===== src/rtl/an_decoder_seq_if.sv =====
// Stream handshake bundle for the AN-code decoder: codeword in, decoded result out.
interface an_decoder_seq_if #(
  parameter int AN_W = 23,
  parameter int N_W  = 17,
  parameter int P_W  = $clog2(AN_W)
);
  logic            in_valid;
  logic            in_ready;
  logic [AN_W-1:0] in_data;
  logic            out_valid;
  logic            out_ready;
  logic [N_W-1:0]  out_data;
  logic            out_corr;
  logic            out_uncorr;
  logic [P_W-1:0]  out_pos;
  logic            out_sign;

  modport master (
    output in_valid, in_data, out_ready,
    input  in_ready, out_valid, out_data, out_corr, out_uncorr, out_pos, out_sign
  );

  modport slave (
    input  in_valid, in_data, out_ready,
    output in_ready, out_valid, out_data, out_corr, out_uncorr, out_pos, out_sign
  );
endinterface


===== src/rtl/an_decoder_seq.sv =====
// Sequential AN-code decoder: bit-serial residue, single-bit arithmetic error
// search and correction, then bit-serial restoring division by A.
//
// state   | meaning
// IDLE    | waiting for a codeword
// RESID   | X mod A, one bit per cycle, MSB first
// SEARCH  | look for +/-2^i congruent to the residue, ascending i
// CORRECT | apply the correction, detect out-of-range result
// DIVIDE  | quotient of Y by A, one bit per cycle
// DONE    | result held until the consumer takes it
module an_decoder_seq #(
  parameter int A    = 47,
  parameter int AN_W = 23,
  parameter int N_W  = 17,
  parameter int P_W  = $clog2(AN_W)
) (
  input logic             clk,
  input logic             rst,
  an_decoder_seq_if.slave bus
);

  localparam int R_W = $clog2(A) + 1;
  localparam int C_W = $clog2(AN_W + 1);
  localparam logic [R_W-1:0] A_R      = R_W'(A);
  localparam logic [C_W-1:0] CNT_LAST = C_W'(AN_W - 1);

  typedef enum logic [2:0] {
    S_IDLE, S_RESID, S_SEARCH, S_CORRECT, S_DIVIDE, S_DONE
  } state_t;

  state_t          state_q, state_d;
  logic [AN_W-1:0] x_q, x_d;
  logic [R_W-1:0]  r_q, r_d;
  logic [R_W-1:0]  p_q, p_d;
  logic [C_W-1:0]  cnt_q, cnt_d;
  logic [P_W-1:0]  i_q, i_d;
  logic            found_q, found_d;
  logic            nomatch_q, nomatch_d;
  logic            sgn_q, sgn_d;
  logic [N_W-1:0]  data_q, data_d;
  logic            corr_q, corr_d;
  logic            uncorr_q, uncorr_d;
  logic [P_W-1:0]  pos_q, pos_d;
  logic            sign_q, sign_d;

  logic            in_ready;
  logic            accept;
  logic [R_W-1:0]  t_sh;
  logic            t_ge;
  logic [R_W-1:0]  t_red;
  logic [R_W-1:0]  p_dbl;
  logic [R_W-1:0]  p_nxt;
  logic [AN_W:0]   pow;
  logic [AN_W:0]   y;
  logic [AN_W-1:0] quot;

  assign in_ready = (state_q == S_IDLE) & ~rst;
  assign accept   = bus.in_valid & in_ready;

  // Shared shift/compare/subtract step for both the residue and the division.
  assign t_sh  = {r_q[R_W-2:0], x_q[AN_W-1]};
  assign t_ge  = (t_sh >= A_R);
  assign t_red = t_ge ? (t_sh - A_R) : t_sh;
  assign quot  = {x_q[AN_W-2:0], t_ge};

  assign p_dbl = {p_q[R_W-2:0], 1'b0};
  assign p_nxt = (p_dbl >= A_R) ? (p_dbl - A_R) : p_dbl;

  assign pow = {{AN_W{1'b0}}, 1'b1} << i_q;
  assign y   = sgn_q ? ({1'b0, x_q} + pow) : ({1'b0, x_q} - pow);

  always_comb begin
    state_d   = state_q;
    x_d       = x_q;
    r_d       = r_q;
    p_d       = p_q;
    cnt_d     = cnt_q;
    i_d       = i_q;
    found_d   = found_q;
    nomatch_d = nomatch_q;
    sgn_d     = sgn_q;
    data_d    = data_q;
    corr_d    = corr_q;
    uncorr_d  = uncorr_q;
    pos_d     = pos_q;
    sign_d    = sign_q;
    case (state_q)
      S_IDLE: begin
        if (accept) begin
          x_d      = bus.in_data;
          r_d      = '0;
          cnt_d    = CNT_LAST;
          data_d   = '0;
          corr_d   = 1'b0;
          uncorr_d = 1'b0;
          pos_d    = '0;
          sign_d   = 1'b0;
          state_d  = S_RESID;
        end
      end
      S_RESID: begin
        // Rotating leaves x_q holding the original X after AN_W steps.
        r_d   = t_red;
        x_d   = {x_q[AN_W-2:0], x_q[AN_W-1]};
        cnt_d = cnt_q - 1'b1;
        if (cnt_q == '0) begin
          cnt_d     = CNT_LAST;
          i_d       = '0;
          p_d       = R_W'(1);
          found_d   = 1'b0;
          nomatch_d = 1'b0;
          sgn_d     = 1'b0;
          state_d   = (t_red == '0) ? S_CORRECT : S_SEARCH;
        end
      end
      S_SEARCH: begin
        if (p_q == r_q) begin
          found_d = 1'b1;
          sgn_d   = 1'b0;
          state_d = S_CORRECT;
        end else if ((A_R - p_q) == r_q) begin
          found_d = 1'b1;
          sgn_d   = 1'b1;
          state_d = S_CORRECT;
        end else if (cnt_q == '0) begin
          nomatch_d = 1'b1;
          state_d   = S_CORRECT;
        end else begin
          i_d   = i_q + P_W'(1);
          p_d   = p_nxt;
          cnt_d = cnt_q - 1'b1;
        end
      end
      S_CORRECT: begin
        r_d     = '0;
        cnt_d   = CNT_LAST;
        state_d = S_DIVIDE;
        if (found_q) begin
          if (y[AN_W]) begin
            uncorr_d = 1'b1;
          end else begin
            x_d    = y[AN_W-1:0];
            corr_d = 1'b1;
            pos_d  = i_q;
            sign_d = sgn_q;
          end
        end else if (nomatch_q) begin
          uncorr_d = 1'b1;
        end
      end
      S_DIVIDE: begin
        r_d   = t_red;
        x_d   = quot;
        cnt_d = cnt_q - 1'b1;
        if (cnt_q == '0) begin
          data_d  = quot[N_W-1:0];
          state_d = S_DONE;
        end
      end
      S_DONE: begin
        if (bus.out_ready) state_d = S_IDLE;
      end
      default: state_d = S_IDLE;
    endcase
  end

  always_ff @(posedge clk) begin
    if (rst) begin
      state_q   <= S_IDLE;
      x_q       <= '0;
      r_q       <= '0;
      p_q       <= '0;
      cnt_q     <= '0;
      i_q       <= '0;
      found_q   <= 1'b0;
      nomatch_q <= 1'b0;
      sgn_q     <= 1'b0;
      data_q    <= '0;
      corr_q    <= 1'b0;
      uncorr_q  <= 1'b0;
      pos_q     <= '0;
      sign_q    <= 1'b0;
    end else begin
      state_q   <= state_d;
      x_q       <= x_d;
      r_q       <= r_d;
      p_q       <= p_d;
      cnt_q     <= cnt_d;
      i_q       <= i_d;
      found_q   <= found_d;
      nomatch_q <= nomatch_d;
      sgn_q     <= sgn_d;
      data_q    <= data_d;
      corr_q    <= corr_d;
      uncorr_q  <= uncorr_d;
      pos_q     <= pos_d;
      sign_q    <= sign_d;
    end
  end

  // Outputs are forced low for the whole time reset is held.
  assign bus.in_ready   = in_ready;
  assign bus.out_valid  = (state_q == S_DONE) & ~rst;
  assign bus.out_data   = rst ? '0 : data_q;
  assign bus.out_corr   = corr_q & ~rst;
  assign bus.out_uncorr = uncorr_q & ~rst;
  assign bus.out_pos    = rst ? '0 : pos_q;
  assign bus.out_sign   = sign_q & ~rst;

endmodule


===== src/flat_wrapper.sv =====
// flat-port wrapper written by rule: the top's interface ports become plain ports
module an_decoder_seq_flat 
#(
  parameter int A    = 47,
  parameter int AN_W = 23,
  parameter int N_W  = 17,
  parameter int P_W  = $clog2(AN_W)
)
  (clk, rst, bus_in_valid, bus_in_data, bus_out_ready, bus_in_ready, bus_out_valid, bus_out_data, bus_out_corr, bus_out_uncorr, bus_out_pos, bus_out_sign);
  an_decoder_seq_if #(.AN_W(AN_W), .N_W(N_W), .P_W(P_W)) bus_i ();
  input logic clk;
  input logic rst;
  input wire logic [$bits(bus_i.in_valid)-1:0] bus_in_valid;
  input wire logic [$bits(bus_i.in_data)-1:0] bus_in_data;
  input wire logic [$bits(bus_i.out_ready)-1:0] bus_out_ready;
  output wire logic [$bits(bus_i.in_ready)-1:0] bus_in_ready;
  output wire logic [$bits(bus_i.out_valid)-1:0] bus_out_valid;
  output wire logic [$bits(bus_i.out_data)-1:0] bus_out_data;
  output wire logic [$bits(bus_i.out_corr)-1:0] bus_out_corr;
  output wire logic [$bits(bus_i.out_uncorr)-1:0] bus_out_uncorr;
  output wire logic [$bits(bus_i.out_pos)-1:0] bus_out_pos;
  output wire logic [$bits(bus_i.out_sign)-1:0] bus_out_sign;
  assign bus_i.in_valid = bus_in_valid;
  assign bus_i.in_data = bus_in_data;
  assign bus_i.out_ready = bus_out_ready;
  assign bus_in_ready = bus_i.in_ready;
  assign bus_out_valid = bus_i.out_valid;
  assign bus_out_data = bus_i.out_data;
  assign bus_out_corr = bus_i.out_corr;
  assign bus_out_uncorr = bus_i.out_uncorr;
  assign bus_out_pos = bus_i.out_pos;
  assign bus_out_sign = bus_i.out_sign;
  an_decoder_seq #(.A(A), .AN_W(AN_W), .N_W(N_W), .P_W(P_W)) u_core (.clk(clk), .rst(rst), .bus(bus_i));
endmodule

===== config.mk =====
export PLATFORM = sky130hd
export DESIGN_NAME = an_decoder_seq_flat
export DESIGN_NICKNAME = d
export VERILOG_FILES = /design/src/rtl/an_decoder_seq_if.sv /design/src/rtl/an_decoder_seq.sv /design/src/flat_wrapper.sv
export SDC_FILE = /design/constraint.sdc
export NUM_CORES = 1
export LEC_CHECK = 0
export CAP_MARGIN = 25
export CORE_MARGIN = 2
export CORE_UTILIZATION = 35
export CTS_CLUSTER_DIAMETER = 100
export DETAILED_ROUTE_END_ITERATION = 10
export PLACE_DENSITY = 0.61
export SYNTH_ARGS = -nofsm -noshare
export SYNTH_HDL_FRONTEND = slang
export SYNTH_SLANG_ARGS = --single-unit
export TNS_END_PERCENT = 50

===== constraint.sdc =====
create_clock -name clk -period 12.13 [get_ports clk]
set_input_delay 1.213 -clock clk [delete_from_list [all_inputs] [get_ports clk]]
set_output_delay 1.213 -clock clk [all_outputs]
set_load 0.1 [all_outputs]

==> qor.txt, run 1 <==
Status: finished clean
Distinct cell type count after synthesis: 71
Total Wirelength: 19.6 mm
Worst Setup Start Kind: flip-flop
HP Class: reg -> reg
Clock share of power: 11.2%
Drt pass-1 iters: 5
Clock tree from TritonCTS: done
Yosys warning count: 0
Number of synthesized flops with an enable pin: 0
Vias in the first global route: 5,766
Antenna fix cells: 0
Sequential share of power: 16.6%
Final #Nets: 929
Syn avg cell area: 7.52 sq um
Initial Utilization: 35.8%
Via-per-instance ratio: 5.83
Power Density: 339 mW/mm^2
Syn Std Cell Area: 0.00643 sq mm
Total gr overflow: 0
Worst-Margin Slew: 0.977 ns
Lkg Pwr: 2.84 nW
Slew HR: 34.6%
Port-buffer cells: 53
Top FF cell, synth: dfxtp_1
Final count of pins violating max slew: 0
Gpl congestion: 0.921
Final Hold Fails: 0
Critical Path AT: 6.49 ns
Iteration-0 DRC count of the detailed router: 704
Comb pwr share: 72.2%
ANT nets after route: 0
Largest net degree at the start of global routing: 54
Post-CTS Setup Repair Bufs: 0
Post-CTS Hold Buffers: 0
Fin Setup TNS: 0 ns
Clk pin slew, worst setup/hold paths: 0.06 ns
Critical setup path kind: reg -> reg
Worst Setup End Kind: flip-flop
Peak VDD IR: 0.177 mV
First-pass GRT wire length: 31.5 mm
Final non-filler cell total: 1,097
Row count: 49
Die Span X: 140 um
Global-route usage over all layers: 19.8%
DRC: 0
Mapped Cells: 855
Max_cap viols: 0
Final HPWL DP: 14.3 mm
Post-synth ARST share: 0%
Clock sinks: 78
Core ar.: 0.0180 sq mm
PostCTS Resize Cnt: 0
Worst-Skew Late Latency: 0.34 ns
Worst EP required: 12.36 ns
CTS Root Cell: clkbuf_16
Fin crit period: 6.25 ns
Share of cells above drive strength 1: 6.68%
Die ar.: 0.0195 sq mm
CTS buffer count: 9
Inst Count DP: 1,080
Sw Ratio: 52.3%
Seq. cell area: 0.00156 sq mm
Register area share after synthesis: 24.3%
Most frequent cells in the layout: nor2_1, nand2_1, dfxtp_1
Worst Clk Skew: 0.00479 ns
Antenna violations before repair: 0
Switch Pwr: 1.30 mW
Max Freq: 160 MHz
Chip height: 140 um
H-tree depth: 3
Clk buf depth: 2
Post-synth net total: 921
Final Cycle Share: 51.6%
Crit Path Max Fanout: 23
# setup viols final: 0
Fill cell count: 1,882
Unrepaired setup endpoints after global routing: false
# IOs: 54
Avg WL per Cell: 17.9 um
Area Overhead vs Synth: 13.8%
#FFs+latches synth: 78
P_int: 1.18 mW
Area of the multi-input gates: 0.00450 sq mm
Vias: 6,395
-- final timing paths --
| path | from | to | slack (ns) | depth (start not counted) |
|---|---|---|---|---|
| max | u_core.i_q[2] | u_core.x_q[1] | 5.88 | 17 |
| min | u_core.pos_q[0] | u_core.pos_q[0] | 0.47 | 2 |
| max reg2reg | u_core.i_q[2] | u_core.x_q[1] | 5.88 | 17 |
| min reg2reg | u_core.pos_q[0] | u_core.pos_q[0] | 0.47 | 2 |
-- per-stage QoR --
| step | instance area, sq um | util [%] | setup slack, ns | total power [mW] | hold WS, ns |
|---|---|---|---|---|---|
| floorplan | 6430 | - | 6.29 | 1.78 | 0.437 |
| global placement | 7000 | 39.0 | 6.21 | 2.17 | 0.456 |
| detailed placement | 7010 | 39.0 | 6.08 | 2.16 | 0.469 |
| CTS | 7310 | 40.7 | 6.03 | 2.45 | 0.478 |
| global route | 7320 | 40.7 | 5.34 | 2.69 | 0.504 |
| finish | 7320 | 40.7 | 5.88 | 2.48 | 0.473 |
-- area by class of cell --
type	instances	share of cell area (%)
clock buffers	13	3.56
clock inverters	3	0.581
inverters	26	1.33
multi-input cells	689	61.5
flip-flops and latches	78	21.3
well taps	229	3.92
repair buffers	59	7.80
-- layer usage --
| layer | vias to the layer above | GRT usage (%) | routed length, um |
|---|---|---|---|
| li1 | 3145 | - | - |
| met2 | 211 | 30.4 | 8830 |
| met4 | 0 | 5.95 | 399 |
| met1 | 3017 | 28.9 | 9260 |
| met5 | - | 0 | 0 |
| met3 | 22 | 2.48 | 1110 |
-- worst max-delay path: stages, from the launching register on --
cell       delay [ns]
dfxtp_1          0.82
clkinv_1         0.49
ha_1             0.52
a211oi_1         0.37
o221ai_1         0.21
nor2b_1          0.22
nor3b_1          0.40
nor2_1           0.14
a21oi_1          0.15
nor2_1           0.08
ha_1             0.34
a21o_1           0.22
o41ai_1          0.43
o2111ai_1        0.23
and4_4           0.23
nor2_2           0.45
nand2_2          0.39
o41ai_1          0.43
-- cells in the mapped netlist, types with 10 or more instances --
| cell | number | area share (%) |
|---|---|---|
| a211oi_1 | 18 | 2.1 |
| a21o_1 | 13 | 1.5 |
| a21oi_1 | 73 | 5.7 |
| a31oi_1 | 14 | 1.4 |
| clkbuf_1 | 51 | 3.0 |
| dfxtp_1 | 78 | 24 |
| ha_1 | 38 | 7.4 |
| inv_1 | 25 | 1.5 |
| mux2i_1 | 17 | 2.6 |
| nand2_1 | 86 | 5.0 |
| nand2b_1 | 12 | 1.2 |
| nand3_1 | 34 | 2.6 |
| nand4_1 | 14 | 1.4 |
| nor2_1 | 86 | 5.0 |
| nor2b_1 | 28 | 2.7 |
| nor3_1 | 13 | 1.0 |
| o211ai_1 | 10 | 1.2 |
| o21ai_0 | 56 | 4.4 |
| o22ai_1 | 16 | 1.6 |
| o31ai_1 | 11 | 1.3 |
| xnor2_1 | 27 | 3.7 |
| xor2_1 | 14 | 1.9 |
-- power by group through the flow --
stage | combinational [mW] | clock, mW | sequential, mW
floorplan | 1.42 | 0 | 0.368
global placement | 1.76 | 0 | 0.413
detailed placement | 1.75 | 0 | 0.413
CTS | 1.76 | 0.280 | 0.407
global route | 1.98 | 0.292 | 0.420
finish | 1.79 | 0.278 | 0.413
-- flip-flops by register name (all words and copies together), names as in the netlist --
name              cells
u_core.uncorr_q       1
u_core.cnt_q          5
u_core.pos_q          5
u_core.sign_q         1
u_core.p_q            7
u_core.state_q        3
u_core.sgn_q          1
u_core.found_q        1
u_core.nomatch_q      1
u_core.r_q            7
u_core.corr_q         1
u_core.i_q            5
u_core.data_q        17
u_core.x_q           23
-- logic make-up after synthesis --
kind of cell | Yosys count | share of synthesized area [%]
adder cells (fa/ha/maj) | 39 | 7.71
flip-flops | 78 | 24.3
buffers and inverters | 88 | 5.74
multiplexers | 20 | 3.17
AND/OR/NAND/NOR | 302 | 22.2
AO/OA/AOI/OAI | 287 | 31.3
XOR/XNOR | 41 | 5.59
(Power assumes the default switching activity.)
==> inputs of run 2 (changes only) <==
--- a/config.mk
+++ b/config.mk
@@ -10,7 +10,7 @@
 export CORE_UTILIZATION = 35
 export CTS_CLUSTER_DIAMETER = 100
 export DETAILED_ROUTE_END_ITERATION = 10
-export PLACE_DENSITY = 0.61
+export PLACE_DENSITY = 0.63
 export SYNTH_ARGS = -nofsm -noshare
 export SYNTH_HDL_FRONTEND = slang
 export SYNTH_SLANG_ARGS = --single-unit
==> constraint.sdc (replaced) <==
create_clock -name clk -period 5.2 [get_ports clk]
set_input_delay 0.52 -clock clk [delete_from_list [all_inputs] [get_ports clk]]
set_output_delay 0.52 -clock clk [all_outputs]
set_load 0.1 [all_outputs]
==> run 2 against run 1 <==
Net effect:
- clock power increased to 2.6 times the previous value
- routed wire length is 2.1% lower
- die area is the same
- critical endpoint is now u_core.x_q[4]
- critical path depth grew 1
- sequential power increased by 130%
- register-to-register slack worse by 5.5 ns
==> qor.txt, run 2 (synthesis results as in run 1) <==
Worst Setup Start Kind: flip-flop
Worst-Margin Slew: 1.08 ns
Worst Clk Skew: 0.00511 ns
Port-buffer cells: 53
Biggest regs: u_core.x_q (23), u_core.data_q (17)
Final count of pins violating max slew: 0
Core Util, Final: 41.6%
Area of the multi-input gates: 0.00453 sq mm
First-pass GRT wire length: 30.3 mm
Post-CTS Hold Buffers: 0
Crit-path slowest cell: dfxtp_1
Clock share of power: 12.0%
Final Cycle Share: 92.6%
Slew HR: 27.6%
Vias: 6,410
Dpl ws: 0.0562 ns
Fill cell count: 1,853
Die Span X: 140 um
Power Density: 789 mW/mm^2
Critical Path AT: 5.06 ns
Global-route usage over all layers: 18.9%
Total Wirelength: 19.2 mm
Delay of the slowest critical-path stage: 0.43 ns
Critical setup path kind: reg -> reg
Die ar.: 0.0195 sq mm
Max Freq: 208 MHz
CTS buffer count: 9
Comb pwr share: 71.6%
Clock sinks: 78
Fin Setup TNS: 0 ns
Final Hold Fails: 0
Gpl congestion: 0.892
# setup viols final: 0
Initial Utilization: 35.8%
Fin crit period: 4.82 ns
H-tree depth: 3
Antenna violations before repair: 0
Antenna fix cells: 0
Status: finished clean
Via-per-instance ratio: 5.79
Max FFs per register: 23
CTS Root Cell: clkbuf_16
Worst-Skew Late Latency: 0.34 ns
ANT nets after route: 0
Share of cells above drive strength 1: 8.53%
P_int: 2.87 mW
Seq. cell area: 0.00156 sq mm
Worst Setup End Kind: flip-flop
Total gr overflow: 0
Final HPWL DP: 14.1 mm
Chip height: 140 um
CP cell instances: inv_1 -> ha_1 -> or2_2 -> a211oi_1 -> o221ai_1 -> nor2b_1 -> nor3b_2 -> nor2_1 -> a21oi_1 -> nor2_1 -> ha_1 -> a21o_1 -> o41ai_2 -> o2111ai_1 -> and4_4 -> nor2_4 -> nand2_4 -> o41ai_1
DRC: 0
Area Overhead vs Synth: 16.3%
Clk pin slew, worst setup/hold paths: 0.06 ns
Unrepaired setup endpoints after global routing: false
Final #Nets: 942
HP Class: reg -> reg
Max_cap viols: 0
Core ar.: 0.0180 sq mm
Drt pass-1 iters: 7
Largest net degree at the start of global routing: 72
Switch Pwr: 3.03 mW
Row count: 49
Worst EP required: 5.44 ns
Avg WL per Cell: 17.3 um
Clock tree from TritonCTS: done
Crit Path Max Fanout: 13
Clk buf depth: 2
Iteration-0 DRC count of the detailed router: 734
Sw Ratio: 51.4%
Vias in the first global route: 5,660
Setup WS post-layout: 0.385 ns
Biggest register: u_core.x_q
Peak VDD IR: 0.419 mV
Lkg Pwr: 2.93 nW
Sequential share of power: 16.4%
Most frequent cells in the layout: nor2_1, nand2_1, dfxtp_1
# IOs: 54
[run 2: changes by cell type in the layout (fill, tap and decap cells not counted), moves of 2 or more]
cell,before,now
buf_4,6,19
bufinv_16,1,3
clkbuf_8,2,0
clkbuf_1,2,0
[run 2: what timing repair did]
item | CTS | global route
buffers inserted | 0 | 0
gates resized for setup | 1 | 7
endpoints found under the setup margin | 9 | 31
pin swaps | 0 | 0
[run 2: cell type report]
type | instances | share of cell area (%)
clock buffers | 9 | 3.01
clock inverters | 5 | 1.34
inverters | 26 | 1.31
multi-input cells | 689 | 60.7
flip-flops and latches | 78 | 20.9
well taps | 229 | 3.83
repair buffers | 72 | 8.94
[run 2: layer usage]
layer | track usage (%) | vias up | wire length, um
met1 | 27.4 | 2981 | 9130
met5 | 0 | - | 0
li1 | - | 3172 | -
met3 | 2.03 | 27 | 1180
met2 | 29.0 | 230 | 8470
met4 | 7.12 | 0 | 410
[run 2: path summary, 6_finish.rpt]
path | slack (ns) | end | startpoint | cells past startpoint
setup reg to reg | 0.38 | u_core.x_q[4] | u_core.i_q[0] | 18
setup / recovery | 0.38 | u_core.x_q[4] | u_core.i_q[0] | 18
hold reg to reg | 0.47 | u_core.nomatch_q | u_core.nomatch_q | 2
hold / removal | 0.47 | u_core.nomatch_q | u_core.nomatch_q | 2
[run 2: power groups by stage]
stage | clock network, mW | logic [mW] | registers, mW
floorplan | 0 | 3.30 | 0.859
global placement | 0 | 4.09 | 0.968
detailed placement | 0 | 4.09 | 0.968
CTS | 0.719 | 4.12 | 0.956
global route | 0.739 | 4.63 | 0.980
finish | 0.709 | 4.22 | 0.968
[run 2: worst max-delay path: cells and delay by family, from the launching register on]
kind	cells	cell delay (ns)
simple gates	8	1.79
compound gates	7	1.84
fa+ha+maj	2	0.56
flops	1	0.43
buf+inv	1	0.09
[run 2: through the flow]
| stage | instance area [sq um] | hold WS, ns | std cells | total power [mW] |
|---|---|---|---|---|
| 2_1_floorplan | 6430 | 0.437 | 855 | 4.16 |
| 3_3_place_gp | 7110 | 0.451 | 1094 | 5.06 |
| 3_5_place_dp | 7110 | 0.459 | 1094 | 5.06 |
| 4_1_cts | 7440 | 0.472 | 1108 | 5.79 |
| 5_1_grt | 7470 | 0.496 | 1108 | 6.35 |
| 6_report | 7470 | 0.468 | 1108 | 5.90 |
